`src/rtl/alu_share_arbiter_pkg.sv`:
```
// Shared types and constants for the two-requester ALU share arbiter.
package alu_share_pkg;

    localparam int unsigned ALU_WIDTH_DEF = 8;
    localparam int unsigned ALU_OPW_DEF   = 4;
    localparam int unsigned CNT_W_DEF     = 16;

    localparam int unsigned FLAG_CF = 3;
    localparam int unsigned FLAG_OF = 2;
    localparam int unsigned FLAG_ZF = 1;
    localparam int unsigned FLAG_NF = 0;

    typedef enum logic [1:0] {
        ST_IDLE = 2'd0,
        ST_EXEC = 2'd1,
        ST_RESP = 2'd2
    } state_e;

endpackage

```
`src/rtl/alu_share_arbiter_if.sv`:
```
// Request and response channels between the two issue ports and the arbiter.
interface alu_share_arbiter_if #(
    parameter int unsigned WIDTH = 8,
    parameter int unsigned OPW   = 4
);
    logic             req0_valid;
    logic             req0_ready;
    logic [WIDTH-1:0] req0_a;
    logic [WIDTH-1:0] req0_b;
    logic [OPW-1:0]   req0_op;

    logic             req1_valid;
    logic             req1_ready;
    logic [WIDTH-1:0] req1_a;
    logic [WIDTH-1:0] req1_b;
    logic [OPW-1:0]   req1_op;

    logic             rsp_valid;
    logic             rsp_ready;
    logic             rsp_id;
    logic [WIDTH-1:0] rsp_result;
    logic [3:0]       rsp_flags;
    logic             busy;

    modport slave (
        input  req0_valid, req0_a, req0_b, req0_op,
        output req0_ready,
        input  req1_valid, req1_a, req1_b, req1_op,
        output req1_ready,
        output rsp_valid, rsp_id, rsp_result, rsp_flags, busy,
        input  rsp_ready
    );

    modport master (
        output req0_valid, req0_a, req0_b, req0_op,
        input  req0_ready,
        output req1_valid, req1_a, req1_b, req1_op,
        input  req1_ready,
        input  rsp_valid, rsp_id, rsp_result, rsp_flags, busy,
        output rsp_ready
    );
endinterface

```
`src/rtl/alu_share_arbiter_rr_arb2.sv`:
```
// Two-way round-robin grant: a lone valid always wins, rr_ptr breaks ties.
module rr_arb2 (
    input  logic [1:0] valid,
    input  logic       rr_ptr,
    output logic [1:0] gnt,
    output logic       gnt_id
);
    always_comb begin
        gnt_id = 1'b0;
        gnt    = 2'b00;
        if (valid == 2'b11) begin
            gnt_id = rr_ptr;
        end else begin
            gnt_id = valid[1];
        end
        if (valid != 2'b00) begin
            gnt = gnt_id ? 2'b10 : 2'b01;
        end
    end
endmodule

```
`src/rtl/alu_share_arbiter.sv`:
```
// Shares one 8-bit ALU between two valid/ready requesters, IDLE -> EXEC -> RESP.
// Optional per-requester grant counters under ALU_SHARE_ARB_CNT_EN.
module alu_share_arbiter
    import alu_share_pkg::*;
#(
    parameter int unsigned WIDTH = ALU_WIDTH_DEF,
    parameter int unsigned OPW   = ALU_OPW_DEF
`ifdef ALU_SHARE_ARB_CNT_EN
    , parameter int unsigned CNT_W = CNT_W_DEF
`endif
) (
    input  logic             clk,
    input  logic             rst,
    alu_share_arbiter_if.slave bus,
    output logic [WIDTH-1:0] alu_a,
    output logic [WIDTH-1:0] alu_b,
    output logic [OPW-1:0]   alu_opcode,
    input  logic [WIDTH-1:0] alu_result,
    input  logic             alu_cf,
    input  logic             alu_of,
    input  logic             alu_zf,
    input  logic             alu_nf
`ifdef ALU_SHARE_ARB_CNT_EN
    , output logic [CNT_W-1:0] gnt0_cnt
    , output logic [CNT_W-1:0] gnt1_cnt
`endif
);

    state_e           state_q, state_d;
    logic             rr_ptr_q, rr_ptr_d;
    logic             id_q, id_d;
    logic [WIDTH-1:0] alu_a_q, alu_a_d;
    logic [WIDTH-1:0] alu_b_q, alu_b_d;
    logic [OPW-1:0]   alu_op_q, alu_op_d;
    logic             rsp_valid_q, rsp_valid_d;
    logic             rsp_id_q, rsp_id_d;
    logic [WIDTH-1:0] rsp_result_q, rsp_result_d;
    logic [3:0]       rsp_flags_q, rsp_flags_d;

    logic [1:0] gnt;
    logic       gnt_id;
    logic [1:0] ready_c;
    logic       accept_c;

    rr_arb2 u_rr_arb2 (
        .valid  ({bus.req1_valid, bus.req0_valid}),
        .rr_ptr (rr_ptr_q),
        .gnt    (gnt),
        .gnt_id (gnt_id)
    );

    // Next-state and datapath load; ready is only offered to the IDLE winner.
    always_comb begin
        state_d      = state_q;
        rr_ptr_d     = rr_ptr_q;
        id_d         = id_q;
        alu_a_d      = alu_a_q;
        alu_b_d      = alu_b_q;
        alu_op_d     = alu_op_q;
        rsp_valid_d  = rsp_valid_q;
        rsp_id_d     = rsp_id_q;
        rsp_result_d = rsp_result_q;
        rsp_flags_d  = rsp_flags_q;
        ready_c      = 2'b00;
        accept_c     = 1'b0;

        unique case (state_q)
            ST_IDLE: begin
                if (gnt != 2'b00) begin
                    ready_c  = gnt;
                    accept_c = 1'b1;
                    id_d     = gnt_id;
                    rr_ptr_d = ~gnt_id;
                    alu_a_d  = gnt_id ? bus.req1_a  : bus.req0_a;
                    alu_b_d  = gnt_id ? bus.req1_b  : bus.req0_b;
                    alu_op_d = gnt_id ? bus.req1_op : bus.req0_op;
                    state_d  = ST_EXEC;
                end
            end
            ST_EXEC: begin
                rsp_result_d          = alu_result;
                rsp_flags_d[FLAG_CF]  = alu_cf;
                rsp_flags_d[FLAG_OF]  = alu_of;
                rsp_flags_d[FLAG_ZF]  = alu_zf;
                rsp_flags_d[FLAG_NF]  = alu_nf;
                rsp_id_d              = id_q;
                rsp_valid_d           = 1'b1;
                state_d               = ST_RESP;
            end
            ST_RESP: begin
                if (bus.rsp_ready) begin
                    rsp_valid_d = 1'b0;
                    state_d     = ST_IDLE;
                end
            end
            default: state_d = ST_IDLE;
        endcase
    end

    always_ff @(posedge clk) begin
        if (rst) begin
            state_q      <= ST_IDLE;
            rr_ptr_q     <= 1'b0;
            id_q         <= 1'b0;
            alu_a_q      <= '0;
            alu_b_q      <= '0;
            alu_op_q     <= '0;
            rsp_valid_q  <= 1'b0;
            rsp_id_q     <= 1'b0;
            rsp_result_q <= '0;
            rsp_flags_q  <= '0;
        end else begin
            state_q      <= state_d;
            rr_ptr_q     <= rr_ptr_d;
            id_q         <= id_d;
            alu_a_q      <= alu_a_d;
            alu_b_q      <= alu_b_d;
            alu_op_q     <= alu_op_d;
            rsp_valid_q  <= rsp_valid_d;
            rsp_id_q     <= rsp_id_d;
            rsp_result_q <= rsp_result_d;
            rsp_flags_q  <= rsp_flags_d;
        end
    end

`ifdef ALU_SHARE_ARB_CNT_EN
    logic [CNT_W-1:0] gnt0_cnt_q, gnt0_cnt_d;
    logic [CNT_W-1:0] gnt1_cnt_q, gnt1_cnt_d;

    // Counters wrap naturally at all-ones.
    always_comb begin
        gnt0_cnt_d = gnt0_cnt_q + CNT_W'(accept_c & ~gnt_id);
        gnt1_cnt_d = gnt1_cnt_q + CNT_W'(accept_c & gnt_id);
    end

    always_ff @(posedge clk) begin
        if (rst) begin
            gnt0_cnt_q <= '0;
            gnt1_cnt_q <= '0;
        end else begin
            gnt0_cnt_q <= gnt0_cnt_d;
            gnt1_cnt_q <= gnt1_cnt_d;
        end
    end

    assign gnt0_cnt = gnt0_cnt_q;
    assign gnt1_cnt = gnt1_cnt_q;
`endif

    assign bus.req0_ready = ready_c[0];
    assign bus.req1_ready = ready_c[1];
    assign bus.rsp_valid  = rsp_valid_q;
    assign bus.rsp_id     = rsp_id_q;
    assign bus.rsp_result = rsp_result_q;
    assign bus.rsp_flags  = rsp_flags_q;
    assign bus.busy       = (state_q != ST_IDLE);
    assign alu_a          = alu_a_q;
    assign alu_b          = alu_b_q;
    assign alu_opcode     = alu_op_q;

endmodule

```
`src/flat_wrapper.sv`:
```
// flat-port wrapper written by rule: the top's interface ports become plain ports
module alu_share_arbiter_flat import alu_share_pkg::*;
#(
    parameter int unsigned WIDTH = ALU_WIDTH_DEF,
    parameter int unsigned OPW   = ALU_OPW_DEF

)
  (clk, rst, alu_a, alu_b, alu_opcode, alu_result, alu_cf, alu_of, alu_zf, alu_nf, bus_req0_valid, bus_req0_a, bus_req0_b, bus_req0_op, bus_req0_ready, bus_req1_valid, bus_req1_a, bus_req1_b, bus_req1_op, bus_req1_ready, bus_rsp_valid, bus_rsp_id, bus_rsp_result, bus_rsp_flags, bus_busy, bus_rsp_ready);
  alu_share_arbiter_if #(.WIDTH(WIDTH), .OPW(OPW)) bus_i ();
  input  logic clk;
  input  logic rst;
  output logic [WIDTH-1:0] alu_a;
  output logic [WIDTH-1:0] alu_b;
  output logic [OPW-1:0] alu_opcode;
  input  logic [WIDTH-1:0] alu_result;
  input  logic alu_cf;
  input  logic alu_of;
  input  logic alu_zf;
  input  logic alu_nf;
  input wire logic [$bits(bus_i.req0_valid)-1:0] bus_req0_valid;
  input wire logic [$bits(bus_i.req0_a)-1:0] bus_req0_a;
  input wire logic [$bits(bus_i.req0_b)-1:0] bus_req0_b;
  input wire logic [$bits(bus_i.req0_op)-1:0] bus_req0_op;
  output wire logic [$bits(bus_i.req0_ready)-1:0] bus_req0_ready;
  input wire logic [$bits(bus_i.req1_valid)-1:0] bus_req1_valid;
  input wire logic [$bits(bus_i.req1_a)-1:0] bus_req1_a;
  input wire logic [$bits(bus_i.req1_b)-1:0] bus_req1_b;
  input wire logic [$bits(bus_i.req1_op)-1:0] bus_req1_op;
  output wire logic [$bits(bus_i.req1_ready)-1:0] bus_req1_ready;
  output wire logic [$bits(bus_i.rsp_valid)-1:0] bus_rsp_valid;
  output wire logic [$bits(bus_i.rsp_id)-1:0] bus_rsp_id;
  output wire logic [$bits(bus_i.rsp_result)-1:0] bus_rsp_result;
  output wire logic [$bits(bus_i.rsp_flags)-1:0] bus_rsp_flags;
  output wire logic [$bits(bus_i.busy)-1:0] bus_busy;
  input wire logic [$bits(bus_i.rsp_ready)-1:0] bus_rsp_ready;
  assign bus_i.req0_valid = bus_req0_valid;
  assign bus_i.req0_a = bus_req0_a;
  assign bus_i.req0_b = bus_req0_b;
  assign bus_i.req0_op = bus_req0_op;
  assign bus_req0_ready = bus_i.req0_ready;
  assign bus_i.req1_valid = bus_req1_valid;
  assign bus_i.req1_a = bus_req1_a;
  assign bus_i.req1_b = bus_req1_b;
  assign bus_i.req1_op = bus_req1_op;
  assign bus_req1_ready = bus_i.req1_ready;
  assign bus_rsp_valid = bus_i.rsp_valid;
  assign bus_rsp_id = bus_i.rsp_id;
  assign bus_rsp_result = bus_i.rsp_result;
  assign bus_rsp_flags = bus_i.rsp_flags;
  assign bus_busy = bus_i.busy;
  assign bus_i.rsp_ready = bus_rsp_ready;
  alu_share_arbiter #(.WIDTH(WIDTH), .OPW(OPW)) u_core (.clk(clk), .rst(rst), .bus(bus_i), .alu_a(alu_a), .alu_b(alu_b), .alu_opcode(alu_opcode), .alu_result(alu_result), .alu_cf(alu_cf), .alu_of(alu_of), .alu_zf(alu_zf), .alu_nf(alu_nf));
endmodule
```
`config.mk`:
```
export PLATFORM = sky130hd
export DESIGN_NAME = alu_share_arbiter_flat
export DESIGN_NICKNAME = d
export VERILOG_FILES = /design/src/rtl/alu_share_arbiter_pkg.sv /design/src/rtl/alu_share_arbiter_if.sv /design/src/rtl/alu_share_arbiter_rr_arb2.sv /design/src/rtl/alu_share_arbiter.sv /design/src/flat_wrapper.sv
export SDC_FILE = /design/constraint.sdc
export NUM_CORES = 1
export LEC_CHECK = 0
export BUFFER_PORTS_ARGS = -buffer_cell sky130_fd_sc_hd__buf_2
export CORE_MARGIN = 2
export CORE_UTILIZATION = 43
export DETAILED_ROUTE_END_ITERATION = 10
export PLACE_DENSITY = 0.88
export SLEW_MARGIN = 0
export SYNTH_ARGS = -nofsm -noshare
export SYNTH_HDL_FRONTEND = slang
export SYNTH_HIERARCHICAL = 1
export SYNTH_SLANG_ARGS = --single-unit
```
`constraint.sdc`:
```
create_clock -name clk -period 1.4 [get_ports clk]
set_input_delay 0.14 -clock clk [delete_from_list [all_inputs] [get_ports clk]]
set_output_delay 0.14 -clock clk [all_outputs]
set_load 0.05 [all_outputs]
```
==> impl_metrics.csv, run 1 <==
group,metric,value,unit
status,outcome,"finished, final reports clean",
setup_path,crit_path_start_kind,"flop",
routing,wl,3840,µm
global_route,grt_pass1_wl,5700,µm
logic_synthesis,synth_nets,234,
logic_synthesis,synth_top_area_frac,0.476,
floorplanning,die_area,4220,µm²
setup_path,setup.worst_path.end,"bus_req0_ready",
sta,max-slew-margin-rel,0.673,
routing,antenna_left,0,
setup_path,timing.rr.end,"u_core/alu_b[3]$_SDFFE_PP0P_",
setup_path,path_cells,"a21boi_1 -> and2_1 -> buf_4",
pwr,vdd_drop_max,0.773,mV
clocking,clk-insertion-delay-late,0.29,ns
job,maxCapViolations,0,
logic_synthesis,ys.warnings.count,6,
logic_synthesis,synth_seq_cells,38,
min_path,holdCritStartpoint,"alu_result[6]",
floorplanning,num_io_pins,94,
global_route,grt_max_degree,28,
routing,vias,1580,
setup_path,critPathMaxFanout,3,
clocking,clockBufferDepth,2,
setup_path,worstPathArrival,1.25,ns
setup_path,r2r_start,"u_core/rr_ptr_q$_SDFFE_PP0P_",
place,dp.cells,312,
setup_path,crit_slowest_cell,"dfxtp_1",
global_route,grt_pass1_vias,1360,
sta,hold_slack,0.0885,ns
routing,wl_per_cell,11.9,µm
clocking,ctsHtreeMaxLevel,2,
place,dp_hpwl,2860,µm
setup_path,regToRegSetupSlack,0.07,ns
min_path,min_path_type,"input pin to flop",
sta,slew_viol_final,0,
clocking,cts_root_buf,"clkbuf_8",
logic_synthesis,synth_top_cell_by_area,"dfxtp_1",
logic_synthesis,synthesis.area,1600,µm²
global_route,grt_usage,0.176,
sta,fin_tns_setup,0,ns
setup_path,max_stage_delay,0.32,ns
layout,num-nets-final,330,
layout,finalNonFillerCells,322,
setup_path,required,1.26,ns
clocking,cts-buffers-inserted,5,
layout,antenna_cells,0,
floorplanning,coreArea,3610,µm²
floorplanning,die_h,65.0,µm
sta,period_needed,1.39,ns
floorplanning,die_w,65.0,µm
floorplanning,num_rows,22,
place,gp_congestion,0.717,
logic_synthesis,synth.avg_cell_area,9.03,µm²
clocking,clkTransAtPathRegs,0.08,ns
layout,layout-drive-gt1-share,0.434,
sta,rsz0062_at_grt,"true",
logic_synthesis,synthFlopType,"dfxtp_1",
sta,worst_pin_slew,0.490,ns
logic_synthesis,async_flop_share,0,
setup_path,rr_worst_depth,5,
sta,max_freq,720,MHz
clocking,cts_tree,"yes",
pwr,p_leak,1.07,nW
sta,fin_ws,0.0116,ns
logic_synthesis,synth_cells,177,
pwr,power,0.00326,W
pwr,power.density,1440,nW/µm²
routing,viasPerCell,4.91,
sta,hold_violations,0,
place,io_buffers,93,
setup_path,cp_num_buf_inv,1,
routing,drc,0,
logic_synthesis,synth_area_leaders,"dfxtp_1 (48%), mux2i_1 (13%), a21oi_1 (11%)",
setup_path,critPathLaunch,"u_core/rr_ptr_q$_SDFFE_PP0P_",
setup_path,critical-path-top-delay-family,"flip-flops",
clocking,cts_hold_buf,0,
sta,setup_viol_count_final,0,
layout,syn_to_final_growth,42.2,%
logic_synthesis,synth_edf_count,0,
routing,first_pass_iters,4,
sta,min_period_over_period,0.992,
setup_path,endpoint_kind,"primary output",
logic_synthesis,yosysSeqAreaShare,0.476,
floorplanning,start_util,0.443,
global_route,overflow,0,
place,dpl_worst_slack,-0.0408,ns
global_route,grt_antenna_before_repair,0,
setup_path,worstSetupPathType,"flop to primary output",
routing,drt_first_iter_violations,49,
clocking,cts.sinks,38,
sta,finalClockSkew,0.00384,ns
logic_synthesis,synthDistinctLibCells,25,
setup_path,cp.depth,3,
[cells in the mapped netlist (2+ instances only)]
| cell | number |
|---|---|
| buf_1 | 2 |
| nand2_1 | 26 |
| clkbuf_4 | 2 |
| and2_1 | 2 |
| a21boi_1 | 2 |
| buf_2 | 10 |
| a211oi_1 | 20 |
| mux2i_1 | 20 |
| o21ai_0 | 3 |
| dfxtp_1 | 38 |
| nor2_1 | 3 |
| a21oi_1 | 36 |
[where the power goes]
part	leakage [nW]	internal [W]	switching, W
clock network	0.0579	0.000524	0.000380
registers	0.313	0.00120	0.0000644
logic	0.697	0.000348	0.000744
total	1.07	0.00207	0.00119
[stage by stage]
step / cell area, µm² / utilization
2_1_floorplan: 1600 / -
3_3_place_gp: 2130 / 0.591
3_5_place_dp: 2130 / 0.591
4_1_cts: 2250 / 0.624
5_1_grt: 2270 / 0.630
6_report: 2270 / 0.630
[what timing repair did]
action                     in CTS  in global routing
resized for setup               5                  2
setup endpoints to repair      15                 19
setup buffers                   0                  2
pin swaps                       0                  2
[layout by cell type (no fill, tap or decap), types with 3 or more instances in the layout]
| master | n |
|---|---|
| clkbuf_8 | 5 |
| mux2i_1 | 20 |
| o21ai_0 | 3 |
| nand2_1 | 26 |
| a21oi_1 | 36 |
| buf_4 | 11 |
| dfxtp_1 | 38 |
| buf_2 | 91 |
| a211oi_1 | 20 |
[how the worst min path moves through the flow]
stage                                       endpoint  slack [ns]  depth (start not counted)
6_report       u_core/bus.rsp_result[6]$_SDFFE_PP0P_        0.09                          3
3_5_place_dp    u_core/bus.rsp_flags[3]$_SDFFE_PP0P_        0.39                          3
5_1_grt         u_core/bus.rsp_flags[3]$_SDFFE_PP0P_        0.08                          3
3_3_place_gp   u_core/bus.rsp_result[1]$_SDFFE_PP0P_        0.39                          3
4_1_cts         u_core/bus.rsp_flags[3]$_SDFFE_PP0P_        0.08                          3
2_1_floorplan   u_core/bus.rsp_flags[0]$_SDFFE_PP0P_        0.28                          2
[layout make-up]
cell class	count	area [µm²]
flip-flops and latches	38	761
inverters	2	7.51
clock buffers	5	68.8
repair buffers	104	569
multi-input cells	122	766
clock inverters	3	40.0
fillers	310	1330
well taps	48	60.1
[worst min-delay path, cell delays in order]
cell and delay [ns]:
buf_2 0.10, nand2_1 0.05, a21oi_1 0.05
[cell families after synthesis]
| family | share of synthesized area |
|---|---|
| compound gates | 0.230 |
| simple gates | 0.116 |
| buf+inv | 0.0525 |
| flops | 0.476 |
| mux | 0.125 |
[routing by layer]
| layer | global-route usage | routed length [µm] | up-vias |
|---|---|---|---|
| met4 | 0.0559 | 40 | 0 |
| met1 | 0.188 | 1610 | 703 |
| met3 | 0.0625 | 274 | 4 |
| met2 | 0.321 | 1910 | 56 |
| li1 | - | - | 817 |
| met5 | 0 | 0 | - |
[flip-flops by register name (all words and copies together) (netlist names)]
signal,count
u_core/alu_opcode,4
u_core/bus.rsp_result,8
u_core/bus.rsp_flags,4
u_core/alu_b,8
u_core/bus.rsp_id,1
u_core/state_q,2
u_core/rr_ptr_q,1
u_core/id_q,1
u_core/bus.rsp_valid,1
u_core/alu_a,8
(Power assumes the default switching activity.)
==> run 2, diff against run 1 <==
CORE_UTILIZATION = 45   (was 43)
CTS_BUF_LIST = sky130_fd_sc_hd__clkbuf_4 sky130_fd_sc_hd__clkbuf_8   (was default)
PLACE_DENSITY = 0.91   (was 0.88)
==> impl_metrics.csv, run 2 (same netlist as run 1, synthesis figures left out) <==
group,metric,value,unit
status,outcome,"finished, final reports clean",
setup_path,cp_num_buf_inv,2,
setup_path,endpoint_kind,"primary output",
clocking,cts_root_buf,"clkbuf_4",
sta,setup_viol_count_final,0,
clocking,cts-buffers-inserted,5,
clocking,clockBufferDepth,2,
layout,final_common_cell,"buf_2",
layout,seq_area,764,µm²
setup_path,max_stage_delay,0.39,ns
routing,drc,0,
place,dpl_worst_slack,-0.0654,ns
setup_path,critical-path-top-delay-family,"flip-flops",
setup_path,crit_path_start_kind,"flop",
layout,most-common-layout-cells,"buf_2 (90), dfxtp_1 (37), a21oi_1 (36), nand2_1 (26)",
routing,antenna_left,0,
layout,n_fill_cell,306,
layout,antenna_cells,0,
sta,worst_pin_slew,0.506,ns
routing,wl,3700,µm
global_route,grt_usage,0.187,
sta,max_freq,729,MHz
setup_path,worstSetupPathType,"flop to primary output",
sta,finalClockSkew,0.00774,ns
setup_path,crit_slowest_cell,"dfxtp_4",
setup_path,critPathMaxFanout,3,
sta,max-slew-margin-rel,0.663,
layout,syn_to_final_growth,39.9,%
setup_path,worstPathArrival,1.23,ns
routing,wl_per_cell,11.8,µm
routing,drt_first_iter_violations,64,
layout,layout-drive-gt1-share,0.439,
pwr,power.density,1300,nW/µm²
sta,rsz0062_at_grt,"true",
pwr,vdd_drop_max,0.706,mV
floorplanning,coreArea,3360,µm²
clocking,clk-insertion-delay-late,0.34,ns
sta,min_period_over_period,0.980,
sta,fin_tns_setup,0,ns
setup_path,path_cells,"inv_4 -> a21boi_4 -> and2_4 -> buf_8",
routing,vias,1594,
setup_path,required,1.26,ns
floorplanning,num_io_pins,94,
place,io_buffers,93,
job,maxCapViolations,0,
clocking,clkTransAtPathRegs,0.10,ns
floorplanning,num_rows,21,
layout,num-nets-final,327,
floorplanning,start_util,0.475,
routing,first_pass_iters,4,
layout,final_core_util,0.664,
global_route,grt_antenna_before_repair,0,
floorplanning,die_w,63.6,µm
pwr,p_leak,1.05,nW
place,gp_congestion,0.772,
floorplanning,die_area,4040,µm²
sta,slew_viol_final,0,
global_route,grt_pass1_wl,5930,µm
floorplanning,die_h,63.6,µm
global_route,overflow,0,
place,dp_hpwl,2770,µm
clocking,ctsHtreeMaxLevel,2,
min_path,min_path_type,"input pin to flop",
global_route,grt_pass1_vias,1427,
routing,viasPerCell,5.06,
sta,fin_ws,0.0279,ns
layout,multi_input_comb_area,795,µm²
sta,hold_violations,0,
clocking,cts_tree,"yes",
clocking,cts.sinks,38,
global_route,grt_max_degree,22,
sta,period_needed,1.37,ns
## run 2: worst paths after layout
| path | start | to | slack, ns | cells past startpoint |
|---|---|---|---|---|
| max | u_core/rr_ptr_q$_SDFFE_PP0P_ | bus_req1_ready | 0.03 | 4 |
| min | alu_of | u_core/bus.rsp_flags[2]$_SDFFE_PP0P_ | 0.03 | 3 |
| max reg2reg | u_core/rr_ptr_q$_SDFFE_PP0P_ | u_core/alu_opcode[2]$_SDFFE_PP0P_ | 0.09 | 5 |
| min reg2reg | u_core/bus.rsp_result[5]$_SDFFE_PP0P_ | u_core/bus.rsp_result[5]$_SDFFE_PP0P_ | 0.46 | 2 |
## run 2: routing by layer
layer  GRT usage  wire, µm
met1       0.188      1380
met2       0.347      1870
met3      0.0625       383
met4      0.0815        65
met5           0         0
## run 2: area by class of cell
cell class | instances | share of cell area
Multi-Input combinational cell | 122 | 0.356
Sequential cell | 38 | 0.342
Timing Repair Buffer | 101 | 0.249
Tap cell | 46 | 0.0258
Clock buffer | 6 | 0.0230
Inverter | 2 | 0.00448
## run 2: per-stage QoR
step / hold slack (ns) / area [µm²] / power, W / cells
floorplan: 0.276 / 1600 / 0.00206 / 177
global placement: 0.383 / 2110 / 0.00232 / 308
detailed placement: 0.389 / 2110 / 0.00234 / 308
CTS: 0.0224 / 2190 / 0.00290 / 315
global route: 0.0279 / 2230 / 0.00305 / 315
finish: 0.0307 / 2230 / 0.00290 / 315
## run 2: timing repair
item                                    4_1_cts  5_1_grt
setup buffers                                 1        0
gates resized for setup                       7       12
endpoints found under the setup margin       23       21
hold buffers                                  0        0
pin swaps                                     1        4
## run 2: where the power goes
group | internal, W | leakage (nW) | total (W) | switching (W)
clock network | 0.000226 | 0.0302 | 0.000546 | 0.000320
logic | 0.000345 | 0.704 | 0.00109 | 0.000740
registers | 0.00120 | 0.314 | 0.00127 | 0.0000679
total | 0.00177 | 1.05 | 0.00290 | 0.00113
## run 2: worst min-delay path, delay by kind of cell
| family | cells | cell delay (ns) |
|---|---|---|
| buffers and inverters | 1 | 0.10 |
| AO/OA/AOI/OAI | 1 | 0.05 |
| AND/OR/NAND/NOR | 1 | 0.04 |
==> run 3, diff against run 2 <==
ABC_AREA = 1   (was default)
CORE_UTILIZATION = 46   (was 45)
PLACE_DENSITY = 0.9   (was 0.91)
==> impl_metrics.csv, run 3 <==
group,metric,value,unit
logic_synthesis,synth_seq_cells,38,
setup_path,endpoint_kind,"primary output",
clocking,cts_hold_buf,0,
pwr,power.internal,0.00231,W
setup_path,crit_path_start_kind,"flop",
pwr,p_leak,1.37,nW
logic_synthesis,synth_top_area_frac,0.424,
logic_synthesis,yosysSeqAreaShare,0.424,
sta,slew_viol_final,0,
logic_synthesis,synthesis.area,1790,µm²
floorplanning,die_h,66.4,µm
place,dp_hpwl,2810,µm
place,io_buffers,93,
floorplanning,num_rows,22,
global_route,grt_usage,0.183,
global_route,grt_pass1_vias,1650,
clocking,ctsHtreeMaxLevel,2,
setup_path,required,1.26,ns
routing,vias,1818,
logic_synthesis,async_flop_share,0,
logic_synthesis,yosysMostFrequentCell,"nor2_1",
routing,wl_per_cell,9.13,µm
pwr,power_switching,0.00131,W
floorplanning,start_util,0.482,
routing,drc,0,
clocking,post-cts-setup-buffers,0,
routing,first_pass_iters,4,
logic_synthesis,ys.warnings.count,6,
clocking,clockBufferDepth,2,
global_route,overflow,0,
place,gp_congestion,0.727,
floorplanning,die_w,66.4,µm
sta,min_period_over_period,1.01,
pwr,seqPwrFrac,0.357,
logic_synthesis,synth_nets,338,
setup_path,worstPathArrival,1.28,ns
sta,fin_ws,-0.0200,ns
sta,max-slew-margin-rel,0.649,
logic_synthesis,synth.avg_cell_area,6.38,µm²
pwr,switching_share,0.362,
clocking,cts.sinks,38,
layout,num-nets-final,427,
setup_path,critPathMaxFanout,4,
global_route,grt_max_degree,43,
floorplanning,num_io_pins,94,
sta,period_needed,1.42,ns
layout,finalNonFillerCells,419,
floorplanning,die_area,4410,µm²
setup_path,worstSetupPathType,"flop to primary output",
routing,wl,3830,µm
logic_synthesis,synth_edf_count,0,
pwr,vdd_drop_max,0.832,mV
sta,fin_tns_setup,-0.0306,ns
layout,syn_to_final_growth,34.4,%
sta,hold_violations,0,
global_route,grt_antenna_before_repair,0,
layout,final_common_cell,"buf_2",
sta,worst_pin_slew,0.526,ns
logic_synthesis,synthDistinctLibCells,18,
logic_synthesis,ys_top_cells_by_count,"nor2_1 (71), nand2_1 (66), inv_1 (45)",
sta,setup_viol_count_final,2,
place,dpl_cell_area,2240,µm²
global_route,grt_pass1_wl,6340,µm
routing,drt_first_iter_violations,75,
logic_synthesis,synthFlopType,"dfxtp_1",
layout,most-common-layout-cells,"buf_2 (91), nor2_1 (71), nand2_1 (64), inv_1 (45), dfxtp_1 (38)",
pwr,power_frac_clock,0.310,
status,failed_checks,"setup timing",
sta,rsz0062_at_grt,"true",
pwr,power.density,1500,nW/µm²
logic_synthesis,synth_top_cell_by_area,"dfxtp_1",
logic_synthesis,synth_area_leaders,"dfxtp_1 (42%), nor2_1 (15%), nand2_1 (14%)",
layout,antenna_cells,0,
layout,layout-drive-gt1-share,0.299,
routing,viasPerCell,4.34,
place,dp.cells,411,
sta,max_freq,704,MHz
status,outcome,"finished with violations",
job,maxCapViolations,0,
clocking,cts_root_buf,"clkbuf_8",
min_path,min_path_type,"input pin to flop",
clocking,clkTransAtPathRegs,0.07,ns
routing,antenna_left,0,
layout,stdcell_area,2410,µm²
clocking,clk-insertion-delay-late,0.28,ns
sta,finalClockSkew,0.00557,ns
clocking,cts_tree,"yes",
floorplanning,coreArea,3720,µm²
clocking,cts-buffers-inserted,5,
logic_synthesis,synth_cells,281,
pwr,power.share.combinational,0.333,
-- run 3: cell count changes in the layout (fill, tap and decap cells not counted), moves of 23 or more --
cell     change
a21oi_1     -31
nand2_1     +38
o21ai_0     +23
nor2_1      +69
inv_1       +45
-- run 3: area by class of cell --
cell class                      instances  area, µm²
Fill cell                             353       1310
Multi-Input combinational cell        182        769
Sequential cell                        38        761
Timing Repair Buffer                   95        497
Inverter                               48        180
Clock buffer                            6       82.6
Clock inverter                          2       60.1
Tap cell                               48       60.1
-- run 3: through the flow --
stage               hold slack, ns  setup slack (ns)  total power (W)  utilization
detailed placement           0.376            0.0887          0.00250        0.602
global placement             0.374             0.141          0.00247        0.602
CTS                         0.0698            0.0108          0.00363        0.642
floorplan                    0.209            -0.209          0.00226            -
finish                      0.0825           -0.0200          0.00361        0.648
global route                0.0736            -0.103          0.00383        0.648
-- run 3: repair_timing --
action / 4_1_cts / 5_1_grt
gates resized for setup: 2 / 6
pin swaps: 0 / 2
setup endpoints to repair: 2 / 23
-- run 3: final timing paths --
check,from,to,slack [ns],cells after the start
max,u_core/state_q[0]$_SDFFE_PP0P_,bus_req1_ready,-0.02,4
min,rst,u_core/state_q[1]$_SDFFE_PP0P_,0.08,2
max reg2reg,u_core/rr_ptr_q$_SDFFE_PP0P_,u_core/alu_opcode[1]$_SDFFE_PP0P_,0.14,7
min reg2reg,u_core/id_q$_SDFFE_PP0P_,u_core/id_q$_SDFFE_PP0P_,0.47,2
-- run 3: metal layers --
layer  part of all wire  global-route usage  up-vias
li1                   -                   -     1005
met1               0.46               0.213      739
met2               0.46               0.321       72
met3              0.080              0.0528        2
met4             0.0047              0.0587        0
met5                  0                   0        -
-- run 3: logic make-up after synthesis --
kind of cell,Yosys count,synth area share
and+or+nand+nor,144,0.315
DFF,38,0.424
buffers and inverters,61,0.154
AOI/OAI and AO/OA,38,0.106
-- run 3: power by group through the flow --
stage               Clock (W)  Sequential (W)  Combinational, W
floorplan                   0         0.00176          0.000498
global placement            0         0.00131           0.00116
detailed placement          0         0.00132           0.00118
CTS                   0.00115         0.00129           0.00119
global route          0.00118         0.00131           0.00133
finish                0.00112         0.00129           0.00120
-- run 3: critical path, cell delays in order (launching register included) --
cell     delay, ns
dfxtp_1       0.36
nor2_4        0.21
inv_1         0.12
nor2_1        0.14
buf_6         0.18
